--- config.mk ---
export PLATFORM = sky130hd
export DESIGN_NAME = regfile_wb_arbiter
export DESIGN_NICKNAME = d
export VERILOG_FILES = /design/src/rtl/rf_wb_pkg.sv /design/src/rtl/rr_arb2.sv /design/src/rtl/regfile_wb_arbiter.sv
export SDC_FILE = /design/constraint.sdc
export NUM_CORES = 1
export LEC_CHECK = 0
export ABC_AREA = 1
export CAP_MARGIN = 0
export CORE_MARGIN = 3
export CORE_UTILIZATION = 68
export DETAILED_ROUTE_END_ITERATION = 12
export DONT_BUFFER_PORTS = 1
export GPL_ROUTABILITY_DRIVEN = 0
export PLACE_DENSITY = 0.84
export SYNTH_ARGS = -nofsm -noshare
export SYNTH_HDL_FRONTEND = slang
export SYNTH_SLANG_ARGS = --single-unit
--- constraint.sdc ---
create_clock -name clk -period 4.6 [get_ports clk]
set_clock_uncertainty 0.1 [all_clocks]
set_input_delay 0.92 -clock clk [delete_from_list [all_inputs] [get_ports clk]]
set_output_delay 0.92 -clock clk [all_outputs]
set_load 0.1 [all_outputs]
--- src/rtl/rf_wb_pkg.sv ---
// Shared constants for the register-file writeback arbiter: default widths,
// source identifiers carried on wb_src, and the conflict counter width.
// No logic; imported by the arbiter top and its grant sub-module.
package rf_wb_pkg;

  localparam int DATA_W_DEF = 32;
  localparam int ADDR_W_DEF = 5;
  localparam int CNT_W      = 16;

  localparam logic SRC_A = 1'b0;
  localparam logic SRC_B = 1'b1;

endpackage

--- src/rtl/rr_arb2.sv ---
// Two-input grant logic for the writeback port; round-robin via a last-winner pointer,
// or fixed A-over-B priority when WB_ARB_FIXED_PRIO_EN is defined (pointer removed).
// Latency: grants are combinational; pointer updates on the accepting edge. Stall or reset drops both grants.
module rr_arb2
  import rf_wb_pkg::*;
(
`ifndef WB_ARB_FIXED_PRIO_EN
  input  logic i_clk,
`endif
  input  logic i_rst_n,
  input  logic i_req_a,
  input  logic i_req_b,
  input  logic i_stall,
  output logic o_gnt_a,
  output logic o_gnt_b
);

  logic w_open;
  assign w_open = i_rst_n & ~i_stall;

`ifdef WB_ARB_FIXED_PRIO_EN

  // A always wins; B only gets the port when A is idle.
  always_comb begin
    o_gnt_a = w_open & i_req_a;
    o_gnt_b = w_open & i_req_b & ~i_req_a;
  end

`else

  // Source granted most recently; reset to B so A wins the first conflict.
  logic r_last;

  // On a conflict the pointer picks the side that did not win last time.
  always_comb begin
    o_gnt_a = w_open & i_req_a & (~i_req_b | (r_last == SRC_B));
    o_gnt_b = w_open & i_req_b & (~i_req_a | (r_last == SRC_A));
  end

  // Pointer moves only when a grant is actually taken.
  always_ff @(posedge i_clk or negedge i_rst_n) begin
    if (!i_rst_n) begin
      r_last <= SRC_B;
    end else if (o_gnt_a) begin
      r_last <= SRC_A;
    end else if (o_gnt_b) begin
      r_last <= SRC_B;
    end
  end

`endif

endmodule

--- src/rtl/regfile_wb_arbiter.sv ---
// Arbitrates ALU (A) and load-unit (B) writebacks onto one register-file write port.
// Latency: 1 cycle from accept to wb_en; writes to x0 are consumed but never issued.
// Backpressure: wb_stall drops both readies and freezes the write port. Option macro: WB_ARB_FIXED_PRIO_EN.
module regfile_wb_arbiter
  import rf_wb_pkg::*;
#(
  parameter int DATA_W = DATA_W_DEF,
  parameter int ADDR_W = ADDR_W_DEF
) (
  input  logic              clk,
  input  logic              rst_n,
  input  logic              a_valid,
  output logic              a_ready,
  input  logic [ADDR_W-1:0] a_addr,
  input  logic [DATA_W-1:0] a_data,
  input  logic              b_valid,
  output logic              b_ready,
  input  logic [ADDR_W-1:0] b_addr,
  input  logic [DATA_W-1:0] b_data,
  input  logic              wb_stall,
  output logic              wb_en,
  output logic [ADDR_W-1:0] wb_addr,
  output logic [DATA_W-1:0] wb_data,
  output logic              wb_src,
  output logic [CNT_W-1:0]  conflict_cnt
);

  logic              w_gnt_a;
  logic              w_gnt_b;
  logic              w_accept;
  logic [ADDR_W-1:0] w_sel_addr;
  logic [DATA_W-1:0] w_sel_data;
  logic              w_sel_src;

  logic              r_wb_en;
  logic [ADDR_W-1:0] r_wb_addr;
  logic [DATA_W-1:0] r_wb_data;
  logic              r_wb_src;
  logic [CNT_W-1:0]  r_conflict_cnt;

  rr_arb2 u_arb (
`ifndef WB_ARB_FIXED_PRIO_EN
    .i_clk   (clk),
`endif
    .i_rst_n (rst_n),
    .i_req_a (a_valid),
    .i_req_b (b_valid),
    .i_stall (wb_stall),
    .o_gnt_a (w_gnt_a),
    .o_gnt_b (w_gnt_b)
  );

  assign a_ready  = w_gnt_a;
  assign b_ready  = w_gnt_b;
  assign w_accept = w_gnt_a | w_gnt_b;

  // Mux the granted request onto the write-port inputs.
  always_comb begin
    w_sel_addr = a_addr;
    w_sel_data = a_data;
    w_sel_src  = SRC_A;
    if (w_gnt_b) begin
      w_sel_addr = b_addr;
      w_sel_data = b_data;
      w_sel_src  = SRC_B;
    end
  end

  // Write port: load on accept, drop wb_en when idle, freeze everything while stalled.
  always_ff @(posedge clk or negedge rst_n) begin
    if (!rst_n) begin
      r_wb_en   <= 1'b0;
      r_wb_addr <= '0;
      r_wb_data <= '0;
      r_wb_src  <= SRC_A;
    end else if (!wb_stall) begin
      r_wb_en <= w_accept & (w_sel_addr != '0);
      if (w_accept) begin
        r_wb_addr <= w_sel_addr;
        r_wb_data <= w_sel_data;
        r_wb_src  <= w_sel_src;
      end
    end
  end

  // Saturating count of cycles where both sides request, stalled or not.
  always_ff @(posedge clk or negedge rst_n) begin
    if (!rst_n) begin
      r_conflict_cnt <= '0;
    end else if (a_valid && b_valid && (r_conflict_cnt != {CNT_W{1'b1}})) begin
      r_conflict_cnt <= r_conflict_cnt + 1'b1;
    end
  end

  assign wb_en        = r_wb_en;
  assign wb_addr      = r_wb_addr;
  assign wb_data      = r_wb_data;
  assign wb_src       = r_wb_src;
  assign conflict_cnt = r_conflict_cnt;

endmodule

# Yosys cells after proc, flatten, opt, wreduce, memory -nomap -nowiden
# Index checks and enable logic that the tools add are counted.
# totals
reg_bits	56
input_bits	79
output_inout_bits	57
# classes
addsub	1
eq_ne	1
muxes	5
bitwise	13
reduce_logical	5
# ops
operator	n
$mux 32	1
$add 16x1->16 const B	1
$ne 16x16->1 const B	1
$and 1x1->1	6
$mux 5	1
$reduce_bool 5->1	1
$not 1->1	4
$mux 1	3
$or 1x1->1	3
$logic_and 1x1->1	2
$reduce_and 2->1	1
$reduce_bool 2->1	1

# Longest topological paths before layout
# logic_depth
depth_word	7
ltp_mapped	9
ltp_nobuf	9

# Modules after synthesis
# A second synthesis with hierarchy kept.
# unflattened
hier_cells	352
hier_area_um2	2951.6
# by_module_without_submodules
mod	instances	cells_per_inst	area_each_um2	seq_area_each_um2
regfile_wb_arbiter	1	340	2869.0	1376.3
rr_arb2	1	12	82.6	26.3

# Worst setup path after synthesis
# OpenSTA, ideal clock, no wires.
# synth_path
path_kind	input port to output port
startpoint	in rst_n
endpoint	out a_ready
t_arrival_ns	2.680
required_time_ns	3.580
path_slack_ns	0.900
path_stages	4
path_buffers	0
cell_sequence	inv_1 > nor2_2 > nand2_1 > a21oi_1
# synth_between
elab_chain_cells	3
# synth_rtl
item	line	text
start: declaration	regfile_wb_arbiter.sv:11	input logic rst_n,
$and 1x1->1	rr_arb2.sv:19	assign w_open = i_rst_n & ~i_stall;
$and 1x1->1 (2 in a row)	rr_arb2.sv:36	o_gnt_a = w_open & i_req_a & (~i_req_b | (r_last == SRC_B));
end: declaration	regfile_wb_arbiter.sv:13	output logic a_ready,
# No other way between the ends.

# Worst setup path after layout
# layout_path
startpoint	in a_valid
endpoint	out b_ready
# layout_between
elab_chain_cells	3
# layout_rtl
item	line	text
start: declaration	regfile_wb_arbiter.sv:12	input logic a_valid,
$not 1->1	rr_arb2.sv:37	o_gnt_b = w_open & i_req_b & (~i_req_a | (r_last == SRC_A));
$or 1x1->1	rr_arb2.sv:37	
$and 1x1->1	rr_arb2.sv:37	
end: declaration	regfile_wb_arbiter.sv:17	output logic b_ready,
# No other way between the ends.

==> results.toml <==
[synth]
syn-num-nets = 443
yosysMostFrequentCell = "nand2_1"
yosysSeqAreaShare_pct = 49.6
synth.distinct_cells = 26
synth.ff_latch_count = 56
ys.flop_type = "dfrtp_1"
synth_commonest_cells = "nand2_1, dfrtp_1, nor2_1, o21ai_0, o21ai_1"
synth_top_area_share_pct = 48.7
synthTopCellsByArea = "dfrtp_1, nand2_1, o21ai_0"
ys_async_sr_fraction_pct = 100
synth_area_per_cell_um2 = 7.79
syn-cell-area_um2 = 2830
synth.largest_area_cell = "dfrtp_1"
synth_warnings = 0
synth_edf_count = 0
synthCells = 363

[routing]
via_per_inst = 5.92
drt_pass1_iterations = 5
wl_met3_um = 635
wirelength_um = 6510
drc_errors = 0
drtAntennaViolNets = 0
vias = 2390
dr.max_layer_used = "met4"
wl_met2_um = 3310
drt-met1-wl_um = 2510
drt_iter0_markers = 186
wl_per_cell_um = 16.1

[min_path]
hp-class = "primary input to async pin"

[clocking]
cts_hold_buf = 0
clk_pin_slew_ps = 100
clk_latency_ps = 300
numCtsBuffers = 5
clock-sinks = 56
cts_root_buf = "clkbuf_8"
htree_levels = 2
cts_buffer_depth = 2
cts_tree = "yes"
cts_setup_buffers = 0
ctsResizeCount = 0

[timing]
whs_ps = 200
period_needed_ps = 2900
setup_viol = 0
fin_tns_setup_ps = 0
worst_pin_slew_ps = 1100
hold_viol = 0
fmax_ghz = 0.344
maxSlewHeadroom_pct = 26.4
fin_crit_sh_pct = 63.1
drv_slew = 0
rsz0062_at_grt = "false"

[outcome]
outcome = "finished clean"

[cells_and_area]
final_nets = 436
n_antenna_cell = 0
drive_gt1_share_pct = 7.02
num-fill-cells = 284
multi_input_area_um2 = 1270
register_area_um2 = 1400
stdcell_count = 404
syn_to_final_growth_pct = 3.10

[setup_path]
start_kind = "primary input"
critPathKind = "primary input to primary output"
critPathCaptureType = "primary output"
cp.arrival_ps = 1880
required_ps = 3580
cp_max_fo = 33

[global_routing]
grt_pass1_vias = 2251
grt_first_pass_wirelength_um = 10500
antenna_found_initial = 0
gr-total-overflow = 0
grt_start_max_net_pins = 59
grtUsageTotal_pct = 26.2

[floorplan]
initial_utilization_pct = 73.9
die-area_um2 = 4970
die_y_um = 70.5
die_w_um = 70.5
io_pins = 136
rows = 22
core_um2 = 3830

[power_and_ir_drop]
power.density_nw_per_um2 = 655
ir_drop_mv = 0.374
p_leak_nw = 1.39

[flow_run]
cap_violations = 0

[placed_design]
portBuffers = 0
dp_cells = 397
hpwl_um = 4700
## per-stage QoR
step	setup WS [ps]	utilization, %	instance area [um^2]	total power (W)
after floorplan	900	-	2830	0.00158
after global placement	1740	73.8	2820	0.00163
after detailed placement	1700	73.8	2820	0.00165
after CTS	1710	76.2	2910	0.00191
after global routing	1630	76.2	2910	0.00199
final	1700	76.2	2910	0.00191
## worst paths after layout
| path | slack (ps) | cells past startpoint | to | startpoint |
|---|---|---|---|---|
| max in group asynchronous | 4010 | 0 | u_arb.r_last | rst_n |
| worst max register to register | 1850 | 8 | conflict_cnt[8] | conflict_cnt[1] |
| worst min register to register | 470 | 2 | u_arb.r_last | u_arb.r_last |
| worst max-delay path | 1700 | 3 | b_ready | a_valid |
| worst min-delay path | 200 | 0 | wb_data[24] | rst_n |
| min in group clk | 470 | 2 | u_arb.r_last | u_arb.r_last |
## logic make-up (layout without fill, tap and decap cells)
group / count (synthesis) / in the layout / share of synthesized area (%)
compound gates: 76 / 76 / 13.9
xor+xnor: 12 / 12 / 3.72
fa+ha+maj: 1 / 1 / 0.443
buf+inv: 34 / 27 / 5.44
flops: 56 / 56 / 49.6
simple gates: 184 / 184 / 26.8
## cell usage in the layout (no fill, tap or decap)
cell | Yosys | final
nand2_1 | 108 | 108
dfrtp_1 | 55 | 55
nor2_1 | 52 | 52
o21ai_0 | 43 | 43
o21ai_1 | 25 | 25
inv_1 | 15 | 15
nand3_1 | 8 | 8
xor2_1 | 6 | 6
xnor2_1 | 6 | 6
clkbuf_8 | 0 | 6
a31oi_1 | 5 | 5
nand4_1 | 5 | 5
nand2_2 | 4 | 4
buf_4 | 0 | 3
inv_2 | 2 | 2
nor3_1 | 2 | 2
o21ai_2 | 2 | 2
nand4_2 | 1 | 1
nor2_2 | 1 | 1
a21oi_2 | 0 | 1
nand3_2 | 1 | 1
nor3_4 | 1 | 1
or2_2 | 1 | 1
ha_1 | 1 | 1
clkinv_4 | 0 | 1
dfstp_2 | 1 | 1
## cell type report
| class | count | area share (%) |
|---|---|---|
| clock inverters | 1 | 0.301 |
| flip-flops and latches | 56 | 48.1 |
| well taps | 48 | 2.06 |
| inverters | 17 | 2.19 |
| repair buffers | 3 | 0.773 |
| clock buffers | 6 | 2.83 |
| multi-input cells | 273 | 43.7 |
## flip-flops by register name, summed over array words and instances (netlist names)
| register | flops |
|---|---|
| wb_en | 1 |
| conflict_cnt | 16 |
| wb_data | 32 |
| u_arb.r_last | 1 |
| wb_addr | 5 |
| wb_src | 1 |
## critical path: stages
cell	delay, ps
nand2_1	140
nand4_2	120
inv_2	700
## power breakdown
| group | internal, W | switching [W] | leakage, nW | total [W] |
|---|---|---|---|---|
| logic | 0.0000967 | 0.000172 | 0.646 | 0.000269 |
| registers | 0.000574 | 0.000795 | 0.694 | 0.00137 |
| clock network | 0.000120 | 0.000151 | 0.0473 | 0.000271 |
## routing by layer
metal  GRT usage, %  up-vias
met5              0        -
met1           32.8     1124
met3           9.93        7
li1               -     1155
met4           4.47        0
met2           43.7      104
Note: power is estimated with default switching activity, not from simulation.
